File: config.mk
export PLATFORM = sky130hd
export DESIGN_NAME = lcd_rx_monitor_flat
export DESIGN_NICKNAME = d
export VERILOG_FILES = /design/src/rtl/lcd_rx_monitor_if.sv /design/src/rtl/lcd_rx_monitor.sv /design/src/flat_wrapper.sv
export SDC_FILE = /design/constraint.sdc
export NUM_CORES = 1
export LEC_CHECK = 0
export BUFFER_PORTS_ARGS = -buffer_cell sky130_fd_sc_hd__buf_4
export CAP_MARGIN = 20
export CORE_MARGIN = 3
export CORE_UTILIZATION = 57
export DETAILED_ROUTE_END_ITERATION = 6
export PLACE_DENSITY = 0.92
export SYNTH_ARGS = -nofsm -noshare
export SYNTH_HDL_FRONTEND = slang
export SYNTH_SLANG_ARGS = --single-unit
File: constraint.sdc
create_clock -name CLK -period 4 [get_ports CLK]
set_input_delay 0.4 -clock CLK [delete_from_list [all_inputs] [get_ports CLK]]
set_output_delay 0.4 -clock CLK [all_outputs]
set_load 0.005 [all_outputs]
File: src/rtl/lcd_rx_monitor_if.sv
// Video bus between the LCD colour-bar timing generator and its receive-side
// monitor. The generator drives every signal; the monitor only samples.
interface lcd_rx_monitor_if;
    logic       HD;   // horizontal sync, active low
    logic       VD;   // vertical sync, active low
    logic       DEN;  // data enable, active high
    logic [7:0] R;
    logic [7:0] G;
    logic [7:0] B;

    modport master (output HD, VD, DEN, R, G, B);
    modport slave  (input  HD, VD, DEN, R, G, B);
endinterface

File: src/rtl/lcd_rx_monitor.sv
// Receive-side monitor for the LCD colour-bar timing generator.
// Locks to the first VD falling edge, then tracks pixel coordinates,
// re-registers the pixel stream and, at every following VD fall, reports
// the line count, a 24-bit frame checksum and horizontal/vertical timing
// error flags for the frame that just closed.
module lcd_rx_monitor #(
    parameter int H_ACTIVE = 800,
    parameter int V_ACTIVE = 480
) (
    input  logic                CLK,
    input  logic                RST_n,
    lcd_rx_monitor_if.slave     bus,
    output logic                PIX_VALID,
    output logic [10:0]         PIX_X,
    output logic [9:0]          PIX_Y,
    output logic [7:0]          PIX_R,
    output logic [7:0]          PIX_G,
    output logic [7:0]          PIX_B,
    output logic                LOCKED,
    output logic                FRAME_DONE,
    output logic [9:0]          LINE_CNT,
    output logic [23:0]         FRAME_SUM,
    output logic [15:0]         FRAME_CNT,
    output logic                ERR_H,
    output logic                ERR_V
);

    localparam logic [10:0] H_ACT = 11'(H_ACTIVE);
    localparam logic [9:0]  V_ACT = 10'(V_ACTIVE);

    typedef enum logic {
        ST_IDLE   = 1'b0,
        ST_LOCKED = 1'b1
    } state_t;

    // Column counter saturates so a runaway DEN cannot wrap back into range.
    function automatic logic [10:0] sat_inc_x(input logic [10:0] v);
        return (v == 11'h7FF) ? v : v + 11'd1;
    endfunction

    // Line counter saturates for the same reason.
    function automatic logic [9:0] sat_inc_y(input logic [9:0] v);
        return (v == 10'h3FF) ? v : v + 10'd1;
    endfunction

    state_t      state_q, state_d;
    logic        hd_q, hd_d;
    logic        vd_q, vd_d;
    logic        den_q, den_d;
    logic [10:0] x_q, x_d;
    logic [9:0]  y_q, y_d;
    logic [23:0] acc_q, acc_d;
    logic        errh_acc_q, errh_acc_d;

    logic        pix_valid_q, pix_valid_d;
    logic [10:0] pix_x_q, pix_x_d;
    logic [9:0]  pix_y_q, pix_y_d;
    logic [7:0]  pix_r_q, pix_r_d;
    logic [7:0]  pix_g_q, pix_g_d;
    logic [7:0]  pix_b_q, pix_b_d;
    logic        locked_q, locked_d;
    logic        frame_done_q, frame_done_d;
    logic [9:0]  line_cnt_q, line_cnt_d;
    logic [23:0] frame_sum_q, frame_sum_d;
    logic [15:0] frame_cnt_q, frame_cnt_d;
    logic        err_h_q, err_h_d;
    logic        err_v_q, err_v_d;

    logic        hd_fall, vd_fall, den_fall;
    logic [9:0]  y_line;
    logic        errh_line;
    logic [10:0] x_base;
    logic [9:0]  y_base;
    logic [23:0] acc_base;
    logic        errh_base;

    assign hd_fall  = hd_q  & ~bus.HD;
    assign vd_fall  = vd_q  & ~bus.VD;
    assign den_fall = den_q & ~bus.DEN;

    // Next-state logic: line close first, then frame close, then the pixel,
    // so a coincident DEN fall belongs to the old frame and a coincident
    // DEN-high pixel becomes pixel (0,0) of the new one.
    always_comb begin
        state_d      = state_q;
        hd_d         = bus.HD;
        vd_d         = bus.VD;
        den_d        = bus.DEN;
        x_d          = x_q;
        y_d          = y_q;
        acc_d        = acc_q;
        errh_acc_d   = errh_acc_q;
        pix_valid_d  = 1'b0;
        pix_x_d      = pix_x_q;
        pix_y_d      = pix_y_q;
        pix_r_d      = pix_r_q;
        pix_g_d      = pix_g_q;
        pix_b_d      = pix_b_q;
        locked_d     = locked_q;
        frame_done_d = 1'b0;
        line_cnt_d   = line_cnt_q;
        frame_sum_d  = frame_sum_q;
        frame_cnt_d  = frame_cnt_q;
        err_h_d      = err_h_q;
        err_v_d      = err_v_q;
        y_line       = y_q;
        errh_line    = errh_acc_q;
        x_base       = x_q;
        y_base       = y_q;
        acc_base     = acc_q;
        errh_base    = errh_acc_q;

        if (state_q == ST_IDLE) begin
            if (vd_fall) begin
                state_d    = ST_LOCKED;
                locked_d   = 1'b1;
                x_d        = '0;
                y_d        = '0;
                acc_d      = '0;
                errh_acc_d = 1'b0;
            end
        end else begin
            if (den_fall) begin
                if (x_q != H_ACT) begin
                    errh_line = 1'b1;
                end
                y_line = sat_inc_y(y_q);
            end

            x_base    = (den_fall || hd_fall || vd_fall) ? 11'd0 : x_q;
            y_base    = vd_fall ? 10'd0 : y_line;
            acc_base  = vd_fall ? 24'd0 : acc_q;
            errh_base = vd_fall ? 1'b0 : errh_line;

            if (vd_fall) begin
                frame_done_d = 1'b1;
                line_cnt_d   = y_line;
                frame_sum_d  = acc_q;
                err_h_d      = errh_line;
                err_v_d      = (y_line != V_ACT);
                frame_cnt_d  = frame_cnt_q + 16'd1;
            end

            x_d        = x_base;
            y_d        = y_base;
            acc_d      = acc_base;
            errh_acc_d = errh_base;

            if (bus.DEN) begin
                pix_valid_d = 1'b1;
                pix_x_d     = x_base;
                pix_y_d     = y_base;
                pix_r_d     = bus.R;
                pix_g_d     = bus.G;
                pix_b_d     = bus.B;
                x_d         = sat_inc_x(x_base);
                acc_d       = acc_base + {bus.R, bus.G, bus.B};
            end
        end
    end

    // State and all registered outputs; async reset drops everything and forces re-lock.
    always_ff @(posedge CLK or negedge RST_n) begin
        if (!RST_n) begin
            state_q      <= ST_IDLE;
            hd_q         <= 1'b1;
            vd_q         <= 1'b1;
            den_q        <= 1'b0;
            x_q          <= '0;
            y_q          <= '0;
            acc_q        <= '0;
            errh_acc_q   <= 1'b0;
            pix_valid_q  <= 1'b0;
            pix_x_q      <= '0;
            pix_y_q      <= '0;
            pix_r_q      <= '0;
            pix_g_q      <= '0;
            pix_b_q      <= '0;
            locked_q     <= 1'b0;
            frame_done_q <= 1'b0;
            line_cnt_q   <= '0;
            frame_sum_q  <= '0;
            frame_cnt_q  <= '0;
            err_h_q      <= 1'b0;
            err_v_q      <= 1'b0;
        end else begin
            state_q      <= state_d;
            hd_q         <= hd_d;
            vd_q         <= vd_d;
            den_q        <= den_d;
            x_q          <= x_d;
            y_q          <= y_d;
            acc_q        <= acc_d;
            errh_acc_q   <= errh_acc_d;
            pix_valid_q  <= pix_valid_d;
            pix_x_q      <= pix_x_d;
            pix_y_q      <= pix_y_d;
            pix_r_q      <= pix_r_d;
            pix_g_q      <= pix_g_d;
            pix_b_q      <= pix_b_d;
            locked_q     <= locked_d;
            frame_done_q <= frame_done_d;
            line_cnt_q   <= line_cnt_d;
            frame_sum_q  <= frame_sum_d;
            frame_cnt_q  <= frame_cnt_d;
            err_h_q      <= err_h_d;
            err_v_q      <= err_v_d;
        end
    end

    assign PIX_VALID  = pix_valid_q;
    assign PIX_X      = pix_x_q;
    assign PIX_Y      = pix_y_q;
    assign PIX_R      = pix_r_q;
    assign PIX_G      = pix_g_q;
    assign PIX_B      = pix_b_q;
    assign LOCKED     = locked_q;
    assign FRAME_DONE = frame_done_q;
    assign LINE_CNT   = line_cnt_q;
    assign FRAME_SUM  = frame_sum_q;
    assign FRAME_CNT  = frame_cnt_q;
    assign ERR_H      = err_h_q;
    assign ERR_V      = err_v_q;

endmodule

File: src/flat_wrapper.sv
// flat-port wrapper written by rule: the top's interface ports become plain ports
module lcd_rx_monitor_flat 
#(
    parameter int H_ACTIVE = 800,
    parameter int V_ACTIVE = 480
)
  (CLK, RST_n, PIX_VALID, PIX_X, PIX_Y, PIX_R, PIX_G, PIX_B, LOCKED, FRAME_DONE, LINE_CNT, FRAME_SUM, FRAME_CNT, ERR_H, ERR_V, bus_HD, bus_VD, bus_DEN, bus_R, bus_G, bus_B);
  lcd_rx_monitor_if bus_i ();
  input  logic CLK;
  input  logic RST_n;
  output logic PIX_VALID;
  output logic [10:0] PIX_X;
  output logic [9:0] PIX_Y;
  output logic [7:0] PIX_R;
  output logic [7:0] PIX_G;
  output logic [7:0] PIX_B;
  output logic LOCKED;
  output logic FRAME_DONE;
  output logic [9:0] LINE_CNT;
  output logic [23:0] FRAME_SUM;
  output logic [15:0] FRAME_CNT;
  output logic ERR_H;
  output logic ERR_V;
  input wire logic [$bits(bus_i.HD)-1:0] bus_HD;
  input wire logic [$bits(bus_i.VD)-1:0] bus_VD;
  input wire logic [$bits(bus_i.DEN)-1:0] bus_DEN;
  input wire logic [$bits(bus_i.R)-1:0] bus_R;
  input wire logic [$bits(bus_i.G)-1:0] bus_G;
  input wire logic [$bits(bus_i.B)-1:0] bus_B;
  assign bus_i.HD = bus_HD;
  assign bus_i.VD = bus_VD;
  assign bus_i.DEN = bus_DEN;
  assign bus_i.R = bus_R;
  assign bus_i.G = bus_G;
  assign bus_i.B = bus_B;
  lcd_rx_monitor #(.H_ACTIVE(H_ACTIVE), .V_ACTIVE(V_ACTIVE)) u_core (.CLK(CLK), .RST_n(RST_n), .bus(bus_i), .PIX_VALID(PIX_VALID), .PIX_X(PIX_X), .PIX_Y(PIX_Y), .PIX_R(PIX_R), .PIX_G(PIX_G), .PIX_B(PIX_B), .LOCKED(LOCKED), .FRAME_DONE(FRAME_DONE), .LINE_CNT(LINE_CNT), .FRAME_SUM(FRAME_SUM), .FRAME_CNT(FRAME_CNT), .ERR_H(ERR_H), .ERR_V(ERR_V));
endmodule
Yosys cells after proc, flatten, opt, wreduce, memory -nomap -nowiden
Index checks and enable logic that the tools add are counted.
{ "classes": {"bitwise": 7, "mux": 24, "order_cmp": 0, "add_sub_neg": 4, "multipliers": 0, "eq_ne": 4, "div": 0, "reduce_logical": 6, "shift": 0} }
{ "ops": {"columns": ["cell", "n"], "rows": [
  ["2-to-1 mux 24 bit", 3],
  ["2-to-1 mux 10 bit", 6],
  ["2-to-1 mux 11 bit", 5],
  ["adder 24 bit", 1],
  ["adder 16 x 1 -> 16 bit (second input constant)", 1],
  ["adder 11 x 1 -> 11 bit (second input constant)", 1],
  ["== test 11 bit (second input constant)", 1],
  ["!= test 11 x 10 -> 1 bit (second input constant)", 1],
  ["adder 10 x 1 -> 10 bit (second input constant)", 1],
  ["== test 10 bit (second input constant)", 1],
  ["2-to-1 mux 1 bit", 10],
  ["!= test 10 x 9 -> 1 bit (second input constant)", 1],
  ["AND reduction 2 bit", 3],
  ["inverter 1 bit", 4],
  ["AND 1 bit", 3],
  ["logical OR 1 bit", 2],
  ["nonzero test 2 bit", 1]
]} }
{ "totals": {"rom_bits": 0, "mem_count": 0, "inputBits": 29, "regBits": 150, "output_inout_bits": 100, "latch_bits": 0, "ram_bits": 0, "word_cells": 66} }

Logic depth before layout (Yosys ltp)
Gate-level depths: netlist of the first run.
{ "logic_depth": {"ltp_word": 9, "mapped_depth": 13, "depth_no_buf": 12} }

Worst setup path before layout of the first run
OpenSTA, ideal clock, no wires.
{ "synth_timing": {"path_kind": "input to register", "from": "in bus_VD", "to": "reg u_core.acc_q[23]", "path_slack_ns": 1.208, "n_path_buf": 2, "arrival_ns": 2.662, "t_required_ns": 3.870, "path_stages": 13, "setup_time_ns": 0.130, "cell_sequence": "nand2b_1 clkbuf_1 clkbuf_1 nand2_1 inv_1 ha_1 a211oi_1 o21ai_2 a31oi_1 o41ai_4 or3b_1 nor4b_1 nand2_1"} }
{ "synth_via": {"elab_chain_cells": 6} }
{ "synth_lines": {"columns": ["element", "line", "rtl"], "rows": [
  ["start: declaration", "flat_wrapper.sv:25", "input wire logic [$bits(bus_i.VD)-1:0] bus_VD;"],
  ["inverter 1 bit (*)", "lcd_rx_monitor.sv:78", "assign vd_fall = vd_q & ~bus.VD;"],
  ["AND 1 bit (*)", "lcd_rx_monitor.sv:78", null],
  ["2-to-1 mux 24 bit (*)", "lcd_rx_monitor.sv:132", "acc_base = vd_fall ? 24'd0 : acc_q;"],
  ["adder 24 bit", "lcd_rx_monitor.sv:157", "acc_d = acc_base + {bus.R, bus.G, bus.B};"],
  ["2-to-1 mux 24 bit", "lcd_rx_monitor.sv:149", "if (bus.DEN) begin"],
  ["2-to-1 mux 24 bit (*)", "lcd_rx_monitor.sv:113", "if (state_q == ST_IDLE) begin"],
  ["via u_core.acc_d[23]", "lcd_rx_monitor.sv:52", "logic [23:0] acc_q, acc_d;"],
  ["end signal: assignment", "lcd_rx_monitor.sv:171", "acc_q <= '0;"],
  ["end signal: assignment", "lcd_rx_monitor.sv:193", "acc_q <= acc_d;"],
  ["end: declaration", "lcd_rx_monitor.sv:52", null]
]} }
Mark *: on every way through the listed nets, which the timed path passes. The rest lies on a longest branch.
A chain may end at the register's enable or synchronous reset.

Worst setup path in the final report of the first run
{ "layout_timing": {"from": "reg u_core.vd_q", "to": "reg u_core.acc_q[23]"} }
{ "layout_via": {"elab_chain_cells": 5} }
{ "layout_lines": {"columns": ["element", "line", "rtl"], "rows": [
  ["start: declaration", "lcd_rx_monitor.sv:48", "logic vd_q, vd_d;"],
  ["start signal: assignment", "lcd_rx_monitor.sv:189", "vd_q <= vd_d;"],
  ["AND 1 bit (*)", "lcd_rx_monitor.sv:78", null],
  ["2-to-1 mux 24 bit (*)", "lcd_rx_monitor.sv:132", null],
  ["adder 24 bit", "lcd_rx_monitor.sv:157", null],
  ["2-to-1 mux 24 bit", "lcd_rx_monitor.sv:149", null],
  ["2-to-1 mux 24 bit (*)", "lcd_rx_monitor.sv:113", null],
  ["via u_core.acc_d[23]", "lcd_rx_monitor.sv:52", null]
]} }
Marks and branches as above.

==> flow_summary.json, run 1 <==
{
  "finalSetupTns_ns": 0,
  "grt_pass1_wl_microns": 31000,
  "dp_slack_ns": 0.619,
  "antenna_found_initial": 0,
  "port_buffers": 128,
  "synth_ff_type": "dfrtp_1",
  "fin_crit_sh": 0.847,
  "drive_gt1_frac": 0.187,
  "crit_start": "u_core.vd_q",
  "grt_util_met1": 0.353,
  "relSlewSlack": 0.379,
  "synthArstFlopShare": 1.00,
  "synth_area_leaders": "dfrtp_1 (49%), nand2_1 (13%), o21ai_0 (4.4%)",
  "synth_top_area_share": 0.492,
  "period_minus_slack_ns": 3.39,
  "clock_skew_ns": 0.00578,
  "hp-class": "input port to asynchronous set/reset pin",
  "pin_count": 129,
  "setup_viol": 0,
  "die_h_microns": 121,
  "r2r-start": "u_core.vd_q",
  "syn_nets": 896,
  "ys_seq_area_frac": 0.499,
  "p_leak_nw": 4.57,
  "critPathKind": "flop to flop",
  "drt_wl_total_microns": 18900,
  "use_met2": 0.436,
  "fillers": 918,
  "dieArea_sq_um": 14600,
  "core_sq_um": 12800,
  "worst_slew_pin_slew_ns": 0.932,
  "clkLatencyLatePin_ns": 0.43,
  "hold_buffers": 0,
  "rows": 41,
  "arrival_ns": 3.69,
  "hold_viol": 0,
  "synth_edf_count": 0,
  "ys_seq_elements": 150,
  "cts_tree": "done",
  "start_kind": "flop",
  "grt_usage": 0.266,
  "post_cts_buffers": 0,
  "cp_cell_sequence": "nand2b_1, buf_4, and2_1, ha_1, nand2_1, nor3_1, nor3_1, a21oi_1, mux2i_1, nor4b_1, nand2_1",
  "wire_per_inst_microns": 16.5,
  "critical_path.max_stage_delay_ns": 0.53,
  "area_growth_pct": 22.7,
  "syn_area_sq_um": 7530,
  "hpwl_microns": 13000,
  "syn_inst": 840,
  "vdd_drop_max_uv": 274,
  "ys_warn_count": 0,
  "drv_slew": 0,
  "drt_first_pass_iters": 6,
  "initial_core_util": 0.589,
  "clockRootBuffer": "clkbuf_16",
  "cts_inserted_buffers": 17,
  "ant_nets": 0,
  "cp_top_family": "simple AND/OR/NAND/NOR gates",
  "cp_data_required_time_ns": 4.30,
  "cts_resized": 0,
  "worst_slack_ns": 0.613,
  "layout.nets": 1015,
  "yosysTopAreaCell": "dfrtp_1",
  "grt_pass1_vias": 6318,
  "syn_avg_cell_area_sq_um": 8.96,
  "top_usage_layer": "met2",
  "status": "finished, final reports clean",
  "cpMaxStageDelayCell": "dfstp_2",
  "timing.fmax_mhz": 295,
  "synth_cell_types": 58,
  "grt-ovfl-total": 0,
  "diodes": 0,
  "grt_max_degree": 104,
  "cts_sinks": 150,
  "die_x_microns": 121,
  "crit_buf_inv": 1,
  "num_vias": 6573,
  "worstPathMaxFanout": 18,
  "remaining_drc_errors": 0,
  "maxCapViolations": 0,
  "rsz0062_at_grt": "false",
  "pwr_density_cell_nw_per_um2": 557,
  "clockBufferDepth": 2,
  "worst_setup_path_end_kind": "flop",
  "globalplace.congestion": 0.943,
  "grt_use_met3": 0.0573,
  "clkTransAtPathRegs_ns": 0.06,
  "h-tree-depth": 4,
  "drt_iter0_drc": 616,
  "viasPerCell": 5.75
}
logic make-up after synthesis:
family,share of synthesized area
AOI/OAI and AO/OA,0.125
xor gates and xnor gates,0.0570
adders and majority gates,0.0459
buffers and inverters,0.0251
DFF,0.499
muxes,0.0126
and+or+nand+nor,0.236
report_power, final:
part	switching (mW)	internal (mW)
Sequential	0.191	1.79
Combinational	0.860	0.692
Clock	0.613	0.997
routing by layer:
metal  up-vias  routed length [microns]  share of wire
li1       3095                        -              -
met1      3154                     8000           0.42
met2       285                     9170           0.49
met3        39                     1340          0.071
met4         0                      387          0.020
met5         -                        0              0
cells in the mapped netlist (all sizes together), types with 7 or more instances:
library cell    n
and2           27
nand2b          7
xor2           23
o21ai          70
xnor2          26
dfrtp         148
nand2         255
inv            12
a21oi          33
nand3          26
nor3           10
clkbuf         31
and3            8
nand4          12
nor2           37
ha             26
a31oi          10
stage by stage:
stage / instance area, sq um / instances / power (mW) / utilization / hold slack [ns]
after detailed placement: 8640 / 1112 / 3.51 / 0.677 / 0.442
after CTS: 9240 / 1144 / 5.14 / 0.723 / 0.0749
after global routing: 9240 / 1144 / 5.43 / 0.723 / 0.0790
after global placement: 8640 / 1112 / 3.45 / 0.677 / 0.442
after floorplan: 7530 / 840 / 2.94 / - / 0.104
final: 9240 / 1144 / 5.15 / 0.723 / 0.0605
path summary, 6_finish.rpt:
path	end	slack, ns	cells past startpoint
max reg2reg	u_core.acc_q[23]	0.61	11
max in group asynchronous	u_core.LINE_CNT[8]	3.01	2
min reg2reg	u_core.FRAME_SUM[5]	0.46	2
min	u_core.PIX_G[0]	0.06	1
min in group CLK	u_core.hd_q	0.09	1
max	u_core.acc_q[23]	0.61	11
cells in the final DEF (no fill, tap or decap), drive strengths merged, types with 2 or more instances in the layout:
cell	instances
o22a	2
clkbuf	24
ha	26
nand3	26
a21o	6
mux2i	5
nor3	10
o21ai	70
o41ai	2
a31oi	10
o211ai	6
nand2	255
nor4	4
xor2	23
a211oi	3
xnor2	26
nand2b	7
nor2b	5
clkinv	5
a32o	5
a21oi	33
dfrtp	148
dfstp	2
buf	137
nor2	37
and2	27
a22o	3
nor4b	2
inv	12
or3	3
o22ai	2
and3	8
mux2	4
o21a	2
nand4	12
bufinv	2
flip-flops by register name, summed over array words and instances (netlist names), 10 cells and up:
register          count
u_core.FRAME_CNT     16
u_core.FRAME_SUM     24
u_core.LINE_CNT      10
u_core.PIX_X         11
u_core.PIX_Y         10
u_core.acc_q         24
u_core.x_q           11
u_core.y_q           10
area by class of cell:
type	count	area, sq um	area share
sequential	150	3760	0.406
multi-input combinational	641	3590	0.389
timing repair buffer	137	1030	0.112
clock buffer	24	502	0.0543
tap	172	215	0.0233
clock inverter	8	96.3	0.0104
inverter	12	45.0	0.00487
No activity file was read; power rests on OpenSTA's default activity.
==> run 2, diff against run 1 <==
- ABC_AREA: default -> 1
- PLACE_DENSITY: 0.92 -> 0.91
- clock period: 4 -> 3.2 ns (I/O delays scaled with it)
==> run 2 against run 1 <==
Total power increased by 31%. Final area up 8.2%. Synthesized cell count up 28%. Cell count grew 21%. Global-route usage grew 0.75 points. Sequential share of layout area down 3.1 points. Setup slack lost 0.40 ns. Non-clock buffer count unchanged. Critical path depth is 1 higher. Highest routed layer unchanged.
==> flow_summary.json, run 2 <==
{
  "port_buffers": 128,
  "crit_buf_inv": 2,
  "fin_crit_sh": 0.935,
  "ant_nets": 0,
  "drt_wl_total_microns": 21100,
  "arrival_ns": 3.29,
  "cp_num_cells": 12,
  "grt_usage": 0.273,
  "p_leak_nw": 5.37,
  "ys_seq_elements": 150,
  "clock_skew_ns": 0.0109,
  "cp_cell_sequence": "nand2_4, inv_2, nor2_1, ha_1, nand2_1, nor2_1, inv_1, nor3_1, a21oi_1, or2_2, nand3_1, nand2_1",
  "met3RoutedLength_microns": 1450,
  "ys_warn_count": 0,
  "period_minus_slack_ns": 2.99,
  "globalplace.congestion": 0.960,
  "rsz0062_at_grt": "false",
  "pin_count": 129,
  "crit_start": "u_core.vd_q",
  "drt_first_pass_iters": 7,
  "cp_top_family": "simple AND/OR/NAND/NOR gates",
  "syn_inst": 1074,
  "final_common_cell": "nand2_1",
  "cpMaxStageDelayCell": "dfstp_2",
  "cts_resized": 0,
  "ys_seq_area_frac": 0.458,
  "core_sq_um": 14000,
  "initial_core_util": 0.586,
  "clkLatencyLatePin_ns": 0.43,
  "relSlewSlack": 0.308,
  "synth_top_area_share": 0.452,
  "grt-ovfl-total": 0,
  "post_cts_buffers": 0,
  "cp_data_required_time_ns": 3.50,
  "status": "finished, final reports clean",
  "worst_slew_pin_slew_ns": 1.03,
  "dp_slack_ns": 0.283,
  "cts_inserted_buffers": 17,
  "synth_ff_type": "dfrtp_1",
  "synth_edf_count": 0,
  "pwr_density_cell_nw_per_um2": 673,
  "clockRootBuffer": "clkbuf_16",
  "setup_viol": 0,
  "grt_max_degree": 98,
  "antenna_found_initial": 0,
  "clockBufferDepth": 2,
  "finalSetupTns_ns": 0,
  "clkTransAtPathRegs_ns": 0.06,
  "rows": 43,
  "layout.nets": 1254,
  "grt_pass1_wl_microns": 35600,
  "worst_slack_ns": 0.209,
  "fin_util": 0.714,
  "hp-class": "input port to flop",
  "syn_area_sq_um": 8200,
  "most-common-layout-cells": "nand2_1 (354), dfrtp_1 (148), inv_1 (137)",
  "critical_path.max_stage_delay_ns": 0.55,
  "dieArea_sq_um": 15900,
  "total_power_mw": 6.73,
  "cts_tree": "done",
  "cts_sinks": 150,
  "maxCapViolations": 0,
  "die_x_microns": 126,
  "grt_pass1_vias": 7281,
  "wire_per_inst_microns": 15.2,
  "holdPathStages": 1,
  "synthMostInstantiatedCell": "nand2_1",
  "rr_worst_depth": 12,
  "regArea_sq_um": 3760,
  "netlist_top_cells_count": "nand2_1 (355), dfrtp_1 (148), inv_1 (138), o21ai_0 (89), nor2_1 (75)",
  "worst_setup_path_end_kind": "flop",
  "hold_start": "bus_HD",
  "drive_gt1_frac": 0.173,
  "drt_iter0_drc": 638,
  "r2r-start": "u_core.vd_q",
  "drv_slew": 0,
  "start_kind": "flop",
  "viasPerCell": 5.44,
  "h-tree-depth": 4,
  "num_vias": 7558,
  "met1_length_microns": 8780,
  "synth_area_leaders": "dfrtp_1 (45%), nand2_1 (16%), inv_1 (6.3%)",
  "dr.max_layer_used": "met4",
  "wl_met2_microns": 10300,
  "fillers": 1117,
  "remaining_drc_errors": 0,
  "worstPathMaxFanout": 40,
  "diodes": 0,
  "vdd_drop_max_uv": 432,
  "yosysTopAreaCell": "dfrtp_1",
  "hpwl_microns": 14800,
  "syn_avg_cell_area_sq_um": 7.63,
  "timing.fmax_mhz": 334,
  "critPathKind": "flop to flop",
  "syn_nets": 1130,
  "synth_cell_types": 45,
  "die_h_microns": 126,
  "hold_viol": 0,
  "multi_input_area_sq_um": 3760,
  "area_growth_pct": 22.0,
  "synthArstFlopShare": 1.00
}
run 2: worst paths after layout:
kind	to	slack, ns
setup / recovery	u_core.acc_q[13]	0.21
hold / removal	u_core.hd_q	0.02
setup reg to reg	u_core.acc_q[13]	0.21
hold reg to reg	u_core.PIX_X[6]	0.48
max in group asynchronous	u_core.vd_q	1.90
min in group asynchronous	u_core.PIX_X[5]	0.43
run 2: power breakdown:
group	leakage (nW)	internal [mW]	switching, mW	total [mW]
registers	1.90	2.23	0.202	2.44
clock network	0.319	1.43	0.756	2.19
logic	3.15	0.834	1.27	2.10
run 2: cell type report:
class,count,share of cell area
tap,180,0.0225
clock inverter,9,0.0174
timing repair buffer,137,0.106
inverter,145,0.0547
multi-input combinational,747,0.376
sequential,150,0.376
clock buffer,21,0.0471
run 2: through the flow:
stage	std cells	hold WS (ns)	cell area [sq um]
6_report	1389	0.0175	9990
5_1_grt	1389	0.00496	9990
4_1_cts	1389	0.0115	9990
3_5_place_dp	1358	0.320	9340
3_3_place_gp	1358	0.319	9340
2_1_floorplan	1074	0.0244	8200
run 2: metal layers:
metal  up-vias  global-route usage
met4         0              0.0965
met5         -                   0
met2       301               0.449
li1       3640                   -
met3        50              0.0577
met1      3567               0.361
run 2: cell families after synthesis:
family / count (synthesis) / synth area share
adders and majority gates: 27 / 0.0421
xor gates and xnor gates: 27 / 0.0307
buffers and inverters: 177 / 0.0829
and+or+nand+nor: 556 / 0.298
AOI/OAI and AO/OA: 137 / 0.0881
DFF: 150 / 0.458
run 2: timing repair:
action | CTS | global route
endpoints found under the hold margin | 54 | 0
hold buffers | 1 | 0
setup endpoints to repair | 0 | 0
==> run 3, diff against run 2 <==
- CORE_UTILIZATION: 57 -> 62
- PLACE_DENSITY: 0.91 -> 0.95
- clock period: 3.2 -> 3.5 ns (I/O delays scaled with it)
==> run 3 against run 2 <==
The run now ends with hold timing left. Non-clock buffer count down 4. Clock skew down 0.0033 ns. Clock power down 15%. Critical path depth up 2. Critical path type unchanged. Largest cell class unchanged. Largest power group unchanged.
==> flow_summary.json, run 3 (synthesis gave the netlist of run 2 again) <==
{
  "status": "complete, but fails checks",
  "violations": "hold timing",
  "drt_iter0_drc": 874,
  "clock_skew_ns": 0.00765,
  "cp_data_required_time_ns": 3.82,
  "p_leak_nw": 5.32,
  "area_growth_pct": 20.8,
  "remaining_drc_errors": 0,
  "hp-class": "input port to asynchronous set/reset pin",
  "final_common_cell": "nand2_1",
  "wire_per_inst_microns": 15.4,
  "rrSetupSlack_ns": 0.58,
  "grt_pass1_vias": 7220,
  "worst_setup_path_end_kind": "flop",
  "worst_slew_pin_slew_ns": 0.955,
  "core_sq_um": 12800,
  "h-tree-depth": 4,
  "pin_count": 129,
  "globalplace.congestion": 1.00,
  "pwr_density_cell_nw_per_um2": 607,
  "relSlewSlack": 0.363,
  "rows": 41,
  "hold_buffers": 0,
  "critPathKind": "flop to flop",
  "hold_viol": 9,
  "drv_slew": 0,
  "period_minus_slack_ns": 2.92,
  "dieArea_sq_um": 14600,
  "cpMaxStageDelayCell": "dfstp_2",
  "drt_first_pass_iters": 7,
  "r2r_end": "u_core.acc_q[16]",
  "whs_ns": -0.0203,
  "cp_cell_sequence": "nand2_4, inv_2, nor2_1, ha_1, a21oi_1, nand2_1, nand2_1, nand2_1, nand3_1, nand2_1, nand2_1, nand3_1, o21ai_0, inv_1",
  "crit_top_cell": "nand2_1",
  "fin_crit_sh": 0.835,
  "cts_tree": "done",
  "hpwl_microns": 14700,
  "initial_core_util": 0.642,
  "drive_gt1_frac": 0.172,
  "diodes": 0,
  "post_cts_buffers": 0,
  "clockRootBuffer": "clkbuf_16",
  "start_kind": "flop",
  "cts_inserted_buffers": 17,
  "setup_viol": 0,
  "clkTransAtPathRegs_ns": 0.06,
  "maxCapViolations": 0,
  "ant_nets": 0,
  "num_vias": 7609,
  "timing.fmax_mhz": 342,
  "rr_worst_depth": 14,
  "grt_pass1_wl_microns": 34500,
  "cts_resized": 0,
  "grt_usage": 0.298,
  "die_x_microns": 121,
  "grt_max_degree": 98,
  "worstPathMaxFanout": 40,
  "clkLatencyLatePin_ns": 0.43,
  "port_buffers": 128,
  "worst_slack_ns": 0.578,
  "grt-ovfl-total": 0,
  "most-common-layout-cells": "nand2_1 (354), dfrtp_1 (148), inv_1 (138)",
  "clockBufferDepth": 2,
  "r2r-start": "u_core.vd_q",
  "rsz0062_at_grt": "false",
  "viasPerCell": 5.52,
  "cts_sinks": 150,
  "arrival_ns": 3.24,
  "finalSetupTns_ns": 0,
  "fin_util": 0.775,
  "antenna_found_initial": 0,
  "vdd_drop_max_uv": 408,
  "die_h_microns": 121,
  "crit_start": "u_core.vd_q",
  "drt_wl_total_microns": 21200,
  "dp_slack_ns": 0.601,
  "layout.nets": 1250,
  "critical_path.max_stage_delay_ns": 0.55
}
==> run 3: where the power goes <==
group / switching (mW) / total, mW / internal (mW)
combinational: 1.16 / 1.92 / 0.759
sequential: 0.187 / 2.23 / 2.04
clock: 0.703 / 1.86 / 1.16
total: 2.05 / 6.01 / 3.96
==> run 3: layout make-up <==
cell class / instances / area, sq um
Timing Repair Buffer: 133 / 1010
Inverter: 145 / 547
Clock inverter: 7 / 92.6
Multi-Input combinational cell: 747 / 3760
Tap cell: 172 / 215
Sequential cell: 150 / 3760
Fill cell: 923 / 2870
Clock buffer: 24 / 512
==> run 3: worst max path at each step <==
| stage | end | slack [ns] | cells past startpoint |
|---|---|---|---|
| 6_report | u_core.acc_q[16] | 0.58 | 14 |
| 3_5_place_dp | u_core.acc_q[16] | 0.60 | 18 |
| 5_1_grt | u_core.acc_q[21] | 0.40 | 13 |
| 2_1_floorplan | u_core.acc_q[13] | 0.77 | 14 |
| 4_1_cts | u_core.acc_q[16] | 0.63 | 14 |
| 3_3_place_gp | u_core.acc_q[16] | 0.61 | 18 |
==> run 3: critical path: cells and delay by family (launching register included) <==
family / cells / cell delay [ns]
AND/OR/NAND/NOR: 9 / 0.93
flip-flops: 1 / 0.55
buffers and inverters: 2 / 0.59
AO/OA/AOI/OAI: 2 / 0.35
adder cells (fa/ha/maj): 1 / 0.40
==> run 3: layer usage <==
metal | vias up | global-route usage | routed length, microns
li1 | 3633 | - | -
met1 | 3582 | 0.375 | 8470
met2 | 327 | 0.498 | 10400
met3 | 67 | 0.0653 | 1610
met4 | 0 | 0.122 | 719
met5 | - | 0 | 0
==> run 3: stage by stage <==
| step | instance area, sq um | power [mW] | hold slack [ns] | instances |
|---|---|---|---|---|
| 5_1_grt | 9900 | 6.38 | 0.0240 | 1378 |
| 3_3_place_gp | 9300 | 4.05 | 0.458 | 1347 |
| 3_5_place_dp | 9300 | 4.13 | 0.468 | 1347 |
| 4_1_cts | 9900 | 6.00 | 0.0273 | 1378 |
| 2_1_floorplan | 8200 | 3.42 | 0.0544 | 1074 |
| 6_report | 9900 | 6.01 | -0.0203 | 1378 |
